--- config.mk ---
export PLATFORM = sky130hd
export DESIGN_NAME = cnf_image_loader
export DESIGN_NICKNAME = d
export VERILOG_FILES = /design/src/rtl/cnf_image_loader.sv
export SDC_FILE = /design/constraint.sdc
export NUM_CORES = 1
export LEC_CHECK = 0
export BUFFER_PORTS_ARGS = -buffer_cell sky130_fd_sc_hd__buf_2
export CORE_AREA = 3 3 139 87
export CTS_CLUSTER_DIAMETER = 120
export CTS_CLUSTER_SIZE = 24
export DETAILED_ROUTE_END_ITERATION = 6
export DIE_AREA = 0 0 142 90
export PLACE_DENSITY = 0.72
export SLEW_MARGIN = 10
export SYNTH_ARGS = -nofsm -noshare
export SYNTH_HDL_FRONTEND = slang
export SYNTH_SLANG_ARGS = --single-unit
--- constraint.sdc ---
create_clock -name clk -period 1.7 [get_ports clk]
set_input_delay 0.17 -clock clk [delete_from_list [all_inputs] [get_ports clk]]
set_output_delay 0.17 -clock clk [all_outputs]
set_load 0.005 [all_outputs]
--- src/rtl/cnf_image_loader.sv ---
// Replays a tagged CNF image from the host into the BCP engines, then releases BCP and reports a sticky result.
// All outputs are registered: an accepted word strobes one cycle later; img_ready drops on error, on completion and outside the load phases.
module cnf_image_loader #(
   parameter int NUM_ENGINE = 4,
   parameter int DATA_W     = 64,
   parameter int PTR_W      = 32,
   parameter int LIT_W      = 16,
   parameter int SETTLE_CYC = 4
) (
   input  logic              clk,
   input  logic              rst,
   input  logic              img_valid,
   output logic              img_ready,
   input  logic [1:0]        img_type,
   input  logic [DATA_W-1:0] img_data,
   input  logic              img_last,
   output logic [DATA_W-1:0] node_in,
   output logic              node_in_valid,
   output logic [PTR_W-1:0]  dummy_ptr,
   output logic              dummy_ptr_valid,
   output logic              change_eng,
   output logic [LIT_W-1:0]  mem2uca,
   output logic              mem2uca_valid,
   output logic              mem2uca_done,
   output logic              halt,
   input  logic              conflict,
   input  logic              stall,
   output logic              run_done,
   output logic              run_conflict,
   output logic              load_err
);

   localparam int ECW = $clog2(NUM_ENGINE + 1);
   localparam int SCW = $clog2(SETTLE_CYC + 1);
   localparam logic [ECW-1:0] ENG_LAST    = ECW'(NUM_ENGINE - 1);
   localparam logic [SCW-1:0] SETTLE_LAST = SCW'(SETTLE_CYC - 1);

   localparam logic [1:0] T_CLAUSE  = 2'b00;
   localparam logic [1:0] T_DPTR    = 2'b01;
   localparam logic [1:0] T_ENG_END = 2'b10;
   localparam logic [1:0] T_UNIT    = 2'b11;

   // S_FIN is the gap cycle that keeps mem2uca_done one cycle behind the last literal strobe.
   typedef enum logic [2:0] {
      S_IDLE, S_LOAD, S_UNIT, S_FIN, S_RUN, S_DONE, S_ERR
   } state_t;

   state_t         state;
   state_t         state_nxt;
   logic [ECW-1:0] eng_cnt;
   logic [SCW-1:0] stall_cnt;
   logic [SCW-1:0] stall_cnt_nxt;
   logic           acc;
   logic           node_stb;
   logic           ptr_stb;
   logic           chg_stb;
   logic           uca_stb;
   logic           done_stb;
   logic           ready_nxt;
   logic           halt_nxt;
   logic           load_err_nxt;
   logic           run_done_nxt;
   logic           run_conflict_nxt;

   assign acc = img_valid & img_ready;

   always_ff @(posedge clk) begin
      if (rst) begin
         state           <= S_IDLE;
         eng_cnt         <= '0;
         stall_cnt       <= '0;
         img_ready       <= 1'b0;
         node_in         <= '0;
         node_in_valid   <= 1'b0;
         dummy_ptr       <= '0;
         dummy_ptr_valid <= 1'b0;
         change_eng      <= 1'b0;
         mem2uca         <= '0;
         mem2uca_valid   <= 1'b0;
         mem2uca_done    <= 1'b0;
         halt            <= 1'b1;
         run_done        <= 1'b0;
         run_conflict    <= 1'b0;
         load_err        <= 1'b0;
      end else begin
         state           <= state_nxt;
         stall_cnt       <= stall_cnt_nxt;
         img_ready       <= ready_nxt;
         node_in_valid   <= node_stb;
         dummy_ptr_valid <= ptr_stb;
         change_eng      <= chg_stb;
         mem2uca_valid   <= uca_stb;
         mem2uca_done    <= done_stb;
         halt            <= halt_nxt;
         run_done        <= run_done_nxt;
         run_conflict    <= run_conflict_nxt;
         load_err        <= load_err_nxt;
         if (chg_stb)
            eng_cnt <= eng_cnt + 1'b1;
         if (node_stb)
            node_in <= img_data;
         if (ptr_stb)
            dummy_ptr <= img_data[PTR_W-1:0];
         if (uca_stb)
            mem2uca <= img_data[LIT_W-1:0];
      end
   end

   always_comb begin
      state_nxt = state;
      unique case (state)
         S_IDLE: state_nxt = S_LOAD;
         S_LOAD: begin
            if (acc) begin
               unique case (img_type)
                  T_CLAUSE, T_DPTR: if (img_last) state_nxt = S_ERR;
                  T_ENG_END: begin
                     if (eng_cnt == ENG_LAST)
                        state_nxt = img_last ? S_FIN : S_UNIT;
                     else if (img_last)
                        state_nxt = S_ERR;
                  end
                  default: state_nxt = S_ERR;
               endcase
            end
         end
         S_UNIT: begin
            if (acc) begin
               if (img_type != T_UNIT)
                  state_nxt = S_ERR;
               else if (img_last)
                  state_nxt = S_FIN;
            end
         end
         S_FIN: state_nxt = S_RUN;
         S_RUN: begin
            if (conflict || (stall && stall_cnt == SETTLE_LAST))
               state_nxt = S_DONE;
         end
         S_DONE: state_nxt = S_DONE;
         default: state_nxt = S_ERR;
      endcase
   end

   always_comb begin
      node_stb         = 1'b0;
      ptr_stb          = 1'b0;
      chg_stb          = 1'b0;
      uca_stb          = 1'b0;
      done_stb         = (state == S_FIN);
      ready_nxt        = (state_nxt == S_LOAD) || (state_nxt == S_UNIT);
      halt_nxt         = (state_nxt != S_RUN);
      load_err_nxt     = (state_nxt == S_ERR);
      run_done_nxt     = run_done || ((state == S_RUN) && (state_nxt == S_DONE));
      run_conflict_nxt = run_conflict || ((state == S_RUN) && conflict);
      stall_cnt_nxt    = '0;
      // Malformed words never strobe; the error state swallows them.
      if (acc && state == S_LOAD && !img_last) begin
         node_stb = (img_type == T_CLAUSE);
         ptr_stb  = (img_type == T_DPTR);
         chg_stb  = (img_type == T_ENG_END) && (eng_cnt != ENG_LAST);
      end
      if (acc && state == S_UNIT)
         uca_stb = (img_type == T_UNIT);
      if (state == S_RUN && stall)
         stall_cnt_nxt = stall_cnt + 1'b1;
   end

endmodule

---- Word-level counts from Yosys, hierarchy flattened ----
Cells that the tools add are included.
Widths: inputs -> output; s select.
storage, ports and cells
  logic and storage cells ................. 68
  input bits .............................. 72
  output and inout port bits .............. 122
  register bits ........................... 131
operators by class
  $add $sub $neg .......................... 2
  reductions and logical operators ........ 17
  bitwise operators ....................... 2
  equality and inequality tests ........... 17
  muxes and demuxes ....................... 14
operators by type and width
  cell                 count
  $mux 3               7
  $pmux 3 s6           1
  $eq 3x2->1 const B   5
  $eq 3x3->1 const B   4
  $logic_and 1x1->1    8
  $add 3x1->3 const B  2
  $eq 3x1->1 const B   2
  $pmux 3 s2           1
  $mux 1               5
  $eq 2x2->1 const B   2
  $logic_or 1x1->1     4
  $reduce_or 2->1      2
  $logic_not 3->1      1
  $ne 3x2->1 const B   1
  $ne 3x3->1 const B   1
  $eq 2x1->1 const B   1
  $logic_not 2->1      1
  $ne 2x2->1 const B   1
  $and 1x1->1          1
  $logic_not 1->1      1
  $not 1->1            1

---- Depth between registers and ports, before layout ----
  word-level depth ........................ 8
  mapped depth ............................ 7
  mapped depth without buffers ............ 6

---- Worst setup path before layout ----
OpenSTA, ideal clock, no wires.
  path type ............................... flip-flop to flip-flop
  start ................................... register state[1]
  end ..................................... register img_ready
  stages on the path, launching flop included .. 6
  clock period less this slack ............ 1.608 ns
  required time ........................... 1.585 ns
  library setup time ...................... 0.115 ns
  path buffers ............................ 1
  arrival time ............................ 1.492 ns
  path slack .............................. 0.092 ns
  cell sequence ........................... dfxtp_1 -> buf_4 -> nand3_1 -> or4b_2 -> o2111a_1 -> o21ba_2
on the way
  word-level cells in the longest chain between the ends .. 7
  elaborated cells on any way between the ends .. 18
  those cells by class .................... eq/ne: 7; mux: 9; reduce/logical: 2
RTL lines
  element                                   line      source
  from (decl)                               48        state_t state;
  from (signal assigned)                    86        state <= state_nxt;
  $mux 3                                    116, 120
  $mux 3                                    118       if (eng_cnt == ENG_LAST)
  $pmux 3 s2                                115       unique case (img_type)
  $mux 3                                    114       if (acc) begin
  $pmux 3 s6 (*)                            111       unique case (state)
  $eq 3x1->1 or $eq 3x2->1 (tied branches)  151       ready_nxt = (state_nxt == S_LOAD) || (state_nxt == S_UNIT);
  $logic_or 1x1->1 (*)                      151
  to (signal assigned)                      88        img_ready <= ready_nxt;
  to (decl)                                 13        output logic img_ready,
Mark *: on every way between the ends. The rest lies on a longest branch, timed or not.
A chain may end at the register's enable or synchronous reset.

---- Worst setup path in the final report ----
  start ................................... register state[2]
  end ..................................... register img_ready
The elaborated chain is that of the path after synthesis.

==> impl_metrics.tcl <==
set metrics [dict create \
    fmax_ghz 0.609 \
    diodes 0 \
    dr.pass1.iters 5 \
    h-tree-depth 4 \
    synthDistinctLibCells 37 \
    yosysTopAreaCellShare 0.560 \
    synth_edf_count 0 \
    drive_gt1_frac 0.326 \
    clk_path_buf_depth 2 \
    overflow 0 \
    status "complete, no violations" \
    fillers 897 \
    startpoint_type "register" \
    pre_cts_slack_ps -11.5 \
    wl_mm 13.6 \
    syn2layout_area_growth_pct 43.3 \
    cts_tree "done" \
    ys.warnings.count 0 \
    placed_area_sq_um 5890 \
    start_util 0.438 \
    final_core_util 0.627 \
    nNetsFinal 861 \
    crit_chain "nor2_1, or4b_2, o2111a_1, o21ba_2" \
    rows 29 \
    dp_hpwl_mm 9.62 \
    vias_per_cell 4.99 \
    synth_seq_cells 131 \
    drc 0 \
    clock_tree.root_cell "clkbuf_16" \
    clock_skew_ps 9.67 \
    final.period_utilization 0.966 \
    seq_area_frac_synth 0.560 \
    end_kind "register" \
    clkTransAtPathRegs_ps 60 \
    synth.area.top_cells "dfxtp_1 56%, nand2_1 18%, a21oi_1 12%" \
    vias 4672 \
    max_stage_delay_ps 600 \
    io_buffers 193 \
    cts_made_buffers 17 \
    grt_pass1_wl_mm 22.1 \
    setup_viol 0 \
    seq_area_sq_um 2630 \
    crit_slowest_cell "or4b_2" \
    multi_input_area_sq_um 1910 \
    grt_util_met1 0.284 \
    final_area_sq_um 6720 \
    max_slew_margin 0.669 \
    core_sq_um 10700 \
    setup.worst_path.class "register to register" \
    die_y_um 90 \
    grt_pass1_vias 4361 \
    hold_viol 0 \
    ios 194 \
    antenna_found_initial 0 \
    cp.required_ps 1990 \
    syn-cell-area_sq_um 4690 \
    path_max_fanout 7 \
    gp_congestion 0.871 \
    syn_inst 578 \
    use_met3 0.0689 \
    hold_class "input port to register" \
    die-area_sq_um 12800 \
    finalCriticalPeriod_ps 1640 \
    cp_num_buf_inv 0 \
    drt-initial-drc-count 261 \
    wire_per_inst_um 14.5 \
    synth_flop_cell "dfxtp_1" \
    grt_max_degree 44 \
    cp_top_family "simple AND/OR/NAND/NOR gates" \
    power_per_cell_area_nw_per_um2 1070 \
    cp.arrival_ps 1940 \
    die_w_um 142 \
    clock-sinks 131 \
    yosysTopAreaCell "dfxtp_1" \
    syn_area_per_cell_sq_um 8.11 \
    drtAntennaViolNets 0 \
    met2_usage 0.322 \
    worst_pin_slew_ps 496 \
    drv_cap 0 \
    setup_slack_ps 58.6 \
    ir_worst_vdd_mv 0.682 \
    async_flop_share 0 \
    busiest_layer "met2" \
    track_usage 0.210 \
    synth_fp_nets 654 \
    insertion_delay_ps 400 \
    leakage_nw 2.89 \
    drv_slew 0 \
]
[state kept, by name (all words and copies together), names as in the netlist, 3 cells and up]
| register | cells |
|---|---|
| eng_cnt | 3 |
| node_in | 64 |
| stall_cnt | 3 |
| state | 3 |
| dummy_ptr | 32 |
| mem2uca | 16 |
[cell type report]
cell class | instances | share of cell area
Tap cell | 139 | 0.0259
Inverter | 5 | 0.00279
Multi-Input combinational cell | 401 | 0.285
Timing Repair Buffer | 229 | 0.205
Sequential cell | 131 | 0.391
Clock inverter | 10 | 0.0224
Clock buffer | 22 | 0.0676
[layer usage]
metal / share of wire / vias to the layer above
met2: 0.46 / 197
met4: 0.0069 / 0
met1: 0.45 / 2159
met3: 0.083 / 11
met5: 0 / -
li1: - / 2305
[path summary, 6_finish.rpt]
| path | start | to | slack (ps) | cells past startpoint |
|---|---|---|---|---|
| worst min register to register | stall_cnt[0]$_SDFF_PP0_ | stall_cnt[0]$_SDFF_PP0_ | 420 | 1 |
| worst max-delay path | state[2]$_SDFF_PP0_ | img_ready$_SDFF_PP0_ | 60 | 4 |
| worst min-delay path | img_data[50] | node_in[50]$_SDFFE_PP0P_ | 20 | 3 |
| worst max register to register | state[2]$_SDFF_PP0_ | img_ready$_SDFF_PP0_ | 60 | 4 |
[cells by family after synthesis]
group / synth area share
AND/OR/NAND/NOR: 0.238
adder cells (fa/ha/maj): 0.0107
XOR/XNOR: 0.00187
flip-flops: 0.560
AO/OA/AOI/OAI: 0.143
buffers and inverters: 0.0449
multiplexers: 0.00214
[worst reg2reg max path: cells and delay by family (launching register included)]
kind / cells / cell delay (ps)
compound gates: 2 / 400
flops: 1 / 380
simple gates: 2 / 760
[synth_stat cells (3+ instances only)]
| cell type | n |
|---|---|
| nand4b_1 | 3 |
| a21oi_1 | 116 |
| clkbuf_1 | 25 |
| buf_2 | 9 |
| nand3_1 | 4 |
| nand2_1 | 227 |
| inv_1 | 5 |
| ha_1 | 4 |
| nor2_1 | 15 |
| buf_4 | 7 |
| and3_1 | 3 |
| dfxtp_1 | 131 |
[cells in the final DEF (no fill, tap or decap), drive strengths merged, types with 2 or more instances in the layout]
| cell | count |
|---|---|
| nand3 | 4 |
| buf | 214 |
| ha | 4 |
| nor3b | 2 |
| and3 | 3 |
| nand2 | 227 |
| bufinv | 3 |
| dlygate4sd3 | 15 |
| nor2 | 15 |
| a21oi | 116 |
| nand2b | 2 |
| clkbuf | 22 |
| dfxtp | 131 |
| inv | 6 |
| clkinv | 5 |
| and4b | 2 |
| a31oi | 2 |
| nand4b | 3 |
[through the flow]
step | total power, mW | hold WS [ps] | TNS [ps] | std cells
finish | 7.18 | 15.8 | 0 | 937
global route | 7.47 | 2.06 | -4.69 | 937
CTS | 7.25 | 0.108 | 0 | 935
detailed placement | 3.51 | 416 | -17.0 | 888
global placement | 3.50 | 406 | 0 | 888
floorplan | 3.33 | 306 | 0 | 578
[power breakdown]
part	total, mW	internal (mW)	switching, mW	leakage [nW]
clock network	3.69	2.36	1.33	0.289
registers	3.12	3.10	0.0242	1.06
logic	0.366	0.175	0.191	1.54
[timing repair]
item | 4_1_cts | 5_1_grt
hold buffers | 15 | 0
endpoints found under the setup margin | 3 | 102
endpoints found under the hold margin | 15 | 0
buffers inserted | 0 | 2
gates resized for setup | 1 | 15
pin swaps | 1 | 3
(Power assumes the default switching activity.)
